## src/rtl/dec_bbm_pkg.sv

```systemverilog
`default_nettype none
// ============================================================================
//  Module      : dec_bbm_pkg
//  Description : Shared state encoding and configuration check for the
//                registered break-before-make decoder.
//  Revision    : 1.0  initial release
// ============================================================================
package dec_bbm_pkg;

  // Controller states of the break-before-make sequencer
  typedef enum logic [1:0] {
    ST_IDLE  = 2'd0,
    ST_BLANK = 2'd1,
    ST_DRIVE = 2'd2
  } state_e;

  // True when OUT_W lines are addressable by a SEL_W-bit code
  function automatic bit out_w_fits(input int sel_w, input int out_w);
    return (out_w >= 2) && (sel_w < 31) && (out_w <= (1 << sel_w));
  endfunction

endpackage
`default_nettype wire

```

## src/rtl/dec_onehot.sv

```systemverilog
`default_nettype none
// ============================================================================
//  Module      : dec_onehot
//  Description : Combinational index-to-one-hot decode with range flag.
//                Codes at or above OUT_W give an all-zero vector.
//  Revision    : 1.0  initial release
// ============================================================================
module dec_onehot
  import dec_bbm_pkg::*;
#(
  parameter int SEL_W = 3,
  parameter int OUT_W = 8
) (
  input  logic [SEL_W-1:0] idx_i,
  output logic [OUT_W-1:0] onehot_o,
  output logic             in_range_o
);

  genvar i;
  generate
    for (i = 0; i < OUT_W; i++) begin : g_line
      assign onehot_o[i] = (idx_i == SEL_W'(i));
    end
  endgenerate

  // One extra bit so OUT_W == 2**SEL_W compares correctly
  assign in_range_o = ({1'b0, idx_i} < (SEL_W+1)'(OUT_W));

endmodule
`default_nettype wire

```

## src/rtl/dec_bbm_reg.sv

```systemverilog
`default_nettype none
// ============================================================================
//  Module      : dec_bbm_reg
//  Description : Registered binary-to-one-hot decoder with break-before-make.
//                A change between two active lines holds all outputs low for
//                BLANK_CYC cycles before the new line asserts. Requests that
//                arrive while blanking are kept in a one-deep pending slot
//                (latest wins) and served once the current switch completes.
//                Optional macro DEC_BBM_ERR_EN adds an 'err' pulse output for
//                out-of-range codes and pending-slot overwrites.
//  Revision    : 1.0  initial release
// ============================================================================
module dec_bbm_reg
  import dec_bbm_pkg::*;
#(
  parameter int SEL_W     = 3,
  parameter int OUT_W     = 8,
  parameter int BLANK_CYC = 2,
  parameter int CNT_W     = 8
) (
  input  logic             sys_clk,
  input  logic             sys_rst_n,
  input  logic             in_vld,
  input  logic [SEL_W-1:0] in_sel,
  input  logic             in_off,
  output logic [OUT_W-1:0] out,
  output logic             busy,
  output logic             done
`ifdef DEC_BBM_ERR_EN
  ,
  output logic             err
`endif
);

  localparam bit C_CFG_OK = out_w_fits(SEL_W, OUT_W) && (BLANK_CYC >= 0) &&
                            (BLANK_CYC <= 255) &&
                            ((CNT_W >= 8) || (BLANK_CYC < (1 << CNT_W)));
  localparam logic [CNT_W-1:0] C_CNT_LOAD =
    (BLANK_CYC > 0) ? CNT_W'(BLANK_CYC - 1) : '0;

  generate
    if (!C_CFG_OK) begin : g_cfg_bad
      $error("dec_bbm_reg: illegal SEL_W/OUT_W/BLANK_CYC/CNT_W combination");
    end
  endgenerate

  state_e             state_q, state_d;
  logic [OUT_W-1:0]   out_q, out_d;
  logic               busy_q, busy_d;
  logic               done_q, done_d;
  logic               cur_valid_q, cur_valid_d;
  logic [SEL_W-1:0]   cur_sel_q, cur_sel_d;
  logic [SEL_W-1:0]   tgt_sel_q, tgt_sel_d;
  logic               pend_vld_q, pend_vld_d;
  logic [SEL_W-1:0]   pend_sel_q, pend_sel_d;
  logic [CNT_W-1:0]   cnt_q, cnt_d;

  logic [OUT_W-1:0]   w_in_hot;
  logic               w_in_rng;
  logic [SEL_W-1:0]   w_aux_idx;
  logic [OUT_W-1:0]   w_aux_hot;
  logic               w_aux_rng;
  logic               w_in_req;
  logic [SEL_W-1:0]   w_req_sel;
  logic [OUT_W-1:0]   w_req_hot;

  // Decode of the live request code
  dec_onehot #(.SEL_W(SEL_W), .OUT_W(OUT_W)) u_dec_in (
    .idx_i      (in_sel),
    .onehot_o   (w_in_hot),
    .in_range_o (w_in_rng)
  );

  // Second decoder serves the blanking target and the pending slot
  assign w_aux_idx = (state_q == ST_BLANK) ? tgt_sel_q : pend_sel_q;

  dec_onehot #(.SEL_W(SEL_W), .OUT_W(OUT_W)) u_dec_aux (
    .idx_i      (w_aux_idx),
    .onehot_o   (w_aux_hot),
    .in_range_o (w_aux_rng)
  );

  // A usable request: strobe with an in-range code and no de-assert command
  assign w_in_req = in_vld && w_in_rng && !in_off;

  // Next-state and output logic of the break-before-make sequencer
  always_comb begin
    state_d     = state_q;
    out_d       = out_q;
    busy_d      = busy_q;
    done_d      = 1'b0;
    cur_valid_d = cur_valid_q;
    cur_sel_d   = cur_sel_q;
    tgt_sel_d   = tgt_sel_q;
    pend_vld_d  = pend_vld_q;
    pend_sel_d  = pend_sel_q;
    cnt_d       = cnt_q;
    // A live request takes precedence over an older pending one
    w_req_sel   = w_in_req ? in_sel : pend_sel_q;
    w_req_hot   = w_in_req ? w_in_hot : w_aux_hot;

    case (state_q)
      ST_IDLE: begin
        if (in_off) begin
          out_d       = '0;
          cur_valid_d = 1'b0;
          pend_vld_d  = 1'b0;
          done_d      = 1'b1;
        end else if (w_in_req || (pend_vld_q && w_aux_rng)) begin
          pend_vld_d = 1'b0;
          if (cur_valid_q && (w_req_sel == cur_sel_q)) begin
            done_d = 1'b1;
          end else if (!cur_valid_q || (BLANK_CYC == 0)) begin
            // Nothing active, or no gap wanted: switch straight away
            out_d       = w_req_hot;
            cur_sel_d   = w_req_sel;
            cur_valid_d = 1'b1;
            done_d      = 1'b1;
          end else begin
            out_d     = '0;
            busy_d    = 1'b1;
            cnt_d     = C_CNT_LOAD;
            tgt_sel_d = w_req_sel;
            state_d   = ST_BLANK;
          end
        end
      end

      ST_BLANK: begin
        if (in_off) begin
          out_d       = '0;
          busy_d      = 1'b0;
          cnt_d       = '0;
          pend_vld_d  = 1'b0;
          cur_valid_d = 1'b0;
          done_d      = 1'b1;
          state_d     = ST_IDLE;
        end else begin
          if (w_in_req) begin
            pend_vld_d = 1'b1;
            pend_sel_d = in_sel;
          end
          if (cnt_q == '0) begin
            // Gap complete: new line asserts together with done
            out_d       = w_aux_hot;
            cur_sel_d   = tgt_sel_q;
            cur_valid_d = 1'b1;
            busy_d      = 1'b0;
            done_d      = 1'b1;
            state_d     = ST_DRIVE;
          end else begin
            cnt_d = cnt_q - CNT_W'(1);
          end
        end
      end

      ST_DRIVE: begin
        state_d = ST_IDLE;
        if (in_off) begin
          out_d       = '0;
          cur_valid_d = 1'b0;
          pend_vld_d  = 1'b0;
          done_d      = 1'b1;
        end else if (w_in_req) begin
          pend_vld_d = 1'b1;
          pend_sel_d = in_sel;
        end
      end

      default: begin
        state_d = ST_IDLE;
      end
    endcase
  end

  // State and output registers with asynchronous reset
  always_ff @(posedge sys_clk or negedge sys_rst_n) begin
    if (!sys_rst_n) begin
      state_q     <= ST_IDLE;
      out_q       <= '0;
      busy_q      <= 1'b0;
      done_q      <= 1'b0;
      cur_valid_q <= 1'b0;
      cur_sel_q   <= '0;
      tgt_sel_q   <= '0;
      pend_vld_q  <= 1'b0;
      pend_sel_q  <= '0;
      cnt_q       <= '0;
    end else begin
      state_q     <= state_d;
      out_q       <= out_d;
      busy_q      <= busy_d;
      done_q      <= done_d;
      cur_valid_q <= cur_valid_d;
      cur_sel_q   <= cur_sel_d;
      tgt_sel_q   <= tgt_sel_d;
      pend_vld_q  <= pend_vld_d;
      pend_sel_q  <= pend_sel_d;
      cnt_q       <= cnt_d;
    end
  end

  assign out  = out_q;
  assign busy = busy_q;
  assign done = done_q;

`ifdef DEC_BBM_ERR_EN
  logic err_q, err_d;

  // Flag bad codes and overwrites of a still-valid pending slot
  always_comb begin
    err_d = in_vld && !in_off &&
            (!w_in_rng || ((state_q != ST_IDLE) && pend_vld_q));
  end

  // One-cycle error pulse register
  always_ff @(posedge sys_clk or negedge sys_rst_n) begin
    if (!sys_rst_n) begin
      err_q <= 1'b0;
    end else begin
      err_q <= err_d;
    end
  end

  assign err = err_q;
`endif

endmodule
`default_nettype wire

```

## config.mk

```make
export PLATFORM = sky130hd
export DESIGN_NAME = dec_bbm_reg
export DESIGN_NICKNAME = d
export VERILOG_FILES = /design/src/rtl/dec_bbm_pkg.sv /design/src/rtl/dec_onehot.sv /design/src/rtl/dec_bbm_reg.sv
export SDC_FILE = /design/constraint.sdc
export NUM_CORES = 1
export LEC_CHECK = 0
export CORE_MARGIN = 2
export CORE_UTILIZATION = 45
export DETAILED_ROUTE_END_ITERATION = 8
export DONT_BUFFER_PORTS = 1
export GPL_ROUTABILITY_DRIVEN = 0
export PLACE_DENSITY_LB_ADDON = 0.15
export REMOVE_ABC_BUFFERS = 1
export SLEW_MARGIN = 20
export SYNTH_ARGS = -nofsm -noshare
export SYNTH_HDL_FRONTEND = slang
export SYNTH_SLANG_ARGS = --single-unit
```

## constraint.sdc

```tcl
create_clock -name sys_clk -period 6.4 [get_ports sys_clk]
set_input_delay 1.28 -clock sys_clk [delete_from_list [all_inputs] [get_ports sys_clk]]
set_output_delay 1.28 -clock sys_clk [all_outputs]
set_load 0.1 [all_outputs]
```

==> results.txt <==
Status -> finished clean
CP Launch Type -> primary input
DIE HEIGHT -> 69.4 microns
Initial detailed-routing violation count -> 117
Deepest clock path buffer count -> 2
Endpoints failing setup -> 0
Final Hold Fails -> 0
RSZ-0062 raised after global routing -> false
Avg Cell Area, Syn -> 9.03 sq um
Cells after synthesis -> 213
CTS root buf -> clkbuf_8
Seq cells post-synth -> 31
Post-synthesis async set-or-reset flop share -> 100%
Drt total wl -> 4.29 mm
Vias/cell -> 5.94
Top cells by count, synth -> dfrtp_1 (31), o21ai_0 (28), nand2_1 (21), nor2_1 (19), mux2_2 (13)
Net load switching power -> 0.508 mW
Worst-Skew Late Latency -> 290 ps
Routed via count -> 1561
Tmin final -> 2830 ps
Post-synth cell types -> 45
Slew @ Worst Pin -> 904 ps
Power density cells -> 517 mW/mm^2
Setup TNS -> 0 ps
R2r startpoint -> cnt_q[0]
Placed inst area -> 0.00194 sq mm
Leakage -> 0.895 nW
Die Wd -> 69.4 microns
Seq pwr share -> 39.4%
CP max stage cell -> o31ai_2
Slew margin rel. -> 39.7%
Initial antenna violation count -> 0
Die area -> 0.00481 sq mm
Hold_buf cts -> 0
Mapped Area -> 0.00192 sq mm
Worst vdd ir -> 0.282 mV
CP Capture Type -> flop
Htree depth -> 2
Hold Crit Start -> pend_sel_q[2]
Total core area -> 0.00406 sq mm
Resize count post-CTS -> 0
CTS Buf Count -> 5
Synth area leaders -> dfrtp_1 (40%), mux2_2 (7.6%), o21ai_0 (7.3%), nand2_1 (4.1%), nor2_1 (3.7%)
Row count -> 23
Worst path depth -> 6
Port bufs -> 0
Share of layout cells above drive strength 1 -> 14.6%
R2r setup slk -> 3900 ps
Synth-to-Final Area Change -> 7.35%
Cells on worst reg2reg path -> 8
Share of the synthesized area in the top cell type -> 40.3%
Largest fanout on the critical path -> 14
R2R Path End -> out[0]
First drt pass iteration count -> 4
First-pass GRT wire length -> 7.53 mm
Antenna Nets Post-Route -> 0
Critical Path AT -> 3000 ps
Num ports -> 17
Ant diodes -> 0
Family with the most delay on the worst path -> compound AO/OA/AOI/OAI gates
Count leader, synth -> dfrtp_1
WP buf/inv -> 0
Multi-input gate area -> 0.00107 sq mm
Fmax -> 353 MHz
WL/cell -> 16.3 microns
Main synth FF type -> dfrtp_1
Worst Hold Depth -> 2
Setup bufs post-CTS -> 0
Hold EP -> pend_sel_q[2]
Int Pwr -> 0.560 mW
Synth warnings -> 0
Gate power share -> 41.4%
Hpwl dp -> 3.09 mm
Pins Over Slew Limit -> 0
Grt ovf -> 0
FF/Latch Area -> 776 sq um
Starting Density -> 47.4%
Sw Share -> 47.5%
Max Clock Skew -> 7.97 ps
TritonCTS clock tree -> built
Worst-path cell chain -> nand2b_2, mux2i_1, o22ai_2, o31ai_2, or2_2, o21ai_0
Sink Count -> 31
EDFF count, synth -> 0
Final period util -> 44.2%
Fin area -> 0.00206 sq mm
Crit path kind -> in2reg
Number of global-route vias before repair -> 1535
Sequential element share of the synthesized area -> 40.3%
Worst Hold Class -> reg2reg
Tot GR Track Use -> 19.4%
# fillers -> 370
Clock transition at path regs -> 70 ps
Maximum Capacitance Violations -> 0
Clk network pwr share -> 19.1%
Post-Route Utilization -> 50.9%
Largest net degree at the start of global routing -> 32
Final #Nets -> 224
DR DRC count -> 0
Slowest stage delay, CP -> 620 ps
WP data required -> 6570 ps
Post-synth top area cell -> dfrtp_1
cell families after synthesis:
family	share of synthesized area [%]
multiplexers	8.65
AO/OA/AOI/OAI	22.0
AND/OR/NAND/NOR	20.0
XOR/XNOR	1.37
flip-flops	40.3
adder cells (fa/ha/maj)	3.25
buffers and inverters	4.42
worst max-delay path by stage:
stage | to | from | slack, ps
4_1_cts | cnt_q[6] | in_off | 3270
3_5_place_dp | cnt_q[6] | in_off | 2970
2_1_floorplan | cnt_q[6] | in_off | 3420
5_1_grt | cnt_q[6] | in_off | 3360
6_report | cnt_q[6] | in_off | 3570
3_3_place_gp | cnt_q[6] | in_off | 3100
registers in the layout (all words and copies together), names as in the netlist:
signal / count
tgt_sel_q: 3
state_q: 2
busy: 1
out: 8
cur_sel_q: 3
pend_sel_q: 3
cnt_q: 8
done: 1
cur_valid_q: 1
pend_vld_q: 1
tightest hold or removal path: stages, from the launching register on:
cell	delay, ps
dfrtp_1	370
nand2_1	50
o21ai_0	60
metal layers:
metal	wire length (microns)	track usage [%]
met2	1940	29.3
met5	0	0
met1	2030	27.0
met4	91	7.41
met3	218	4.36
cells in the final DEF, fill, tap and decap left out, types with 6 or more instances in the layout:
cell      synthesis  layout
o21ai_0          28      28
clkbuf_8          0       6
nor3_1            8       8
a21oi_1          12      12
mux2_2           13      13
dfrtp_1          31      31
inv_1            11      11
nor2_1           19      19
nand2_1          21      21
per-stage QoR:
step	power (mW)	hold slack [ps]	setup slack, ps	instances
2_1_floorplan	0.757	463	3420	205
3_3_place_gp	0.844	488	3100	255
3_5_place_dp	0.855	503	2970	255
4_1_cts	1.06	519	3270	263
5_1_grt	1.15	587	3360	263
6_report	1.07	515	3570	263
layout make-up:
type                       count  area share (%)
inverter                      11            2.00
multi-input combinational    163            51.7
clock inverter                 2            1.70
clock buffer                   6            4.00
tap                           50            3.03
sequential                    31            37.6
power groups by stage:
stage	sequential (mW)	clock [mW]	combinational (mW)
global route	0.431	0.215	0.500
finish	0.421	0.204	0.442
detailed placement	0.423	0	0.432
global placement	0.421	0	0.423
CTS	0.420	0.207	0.434
floorplan	0.407	0	0.350
(Power assumes the default switching activity.)
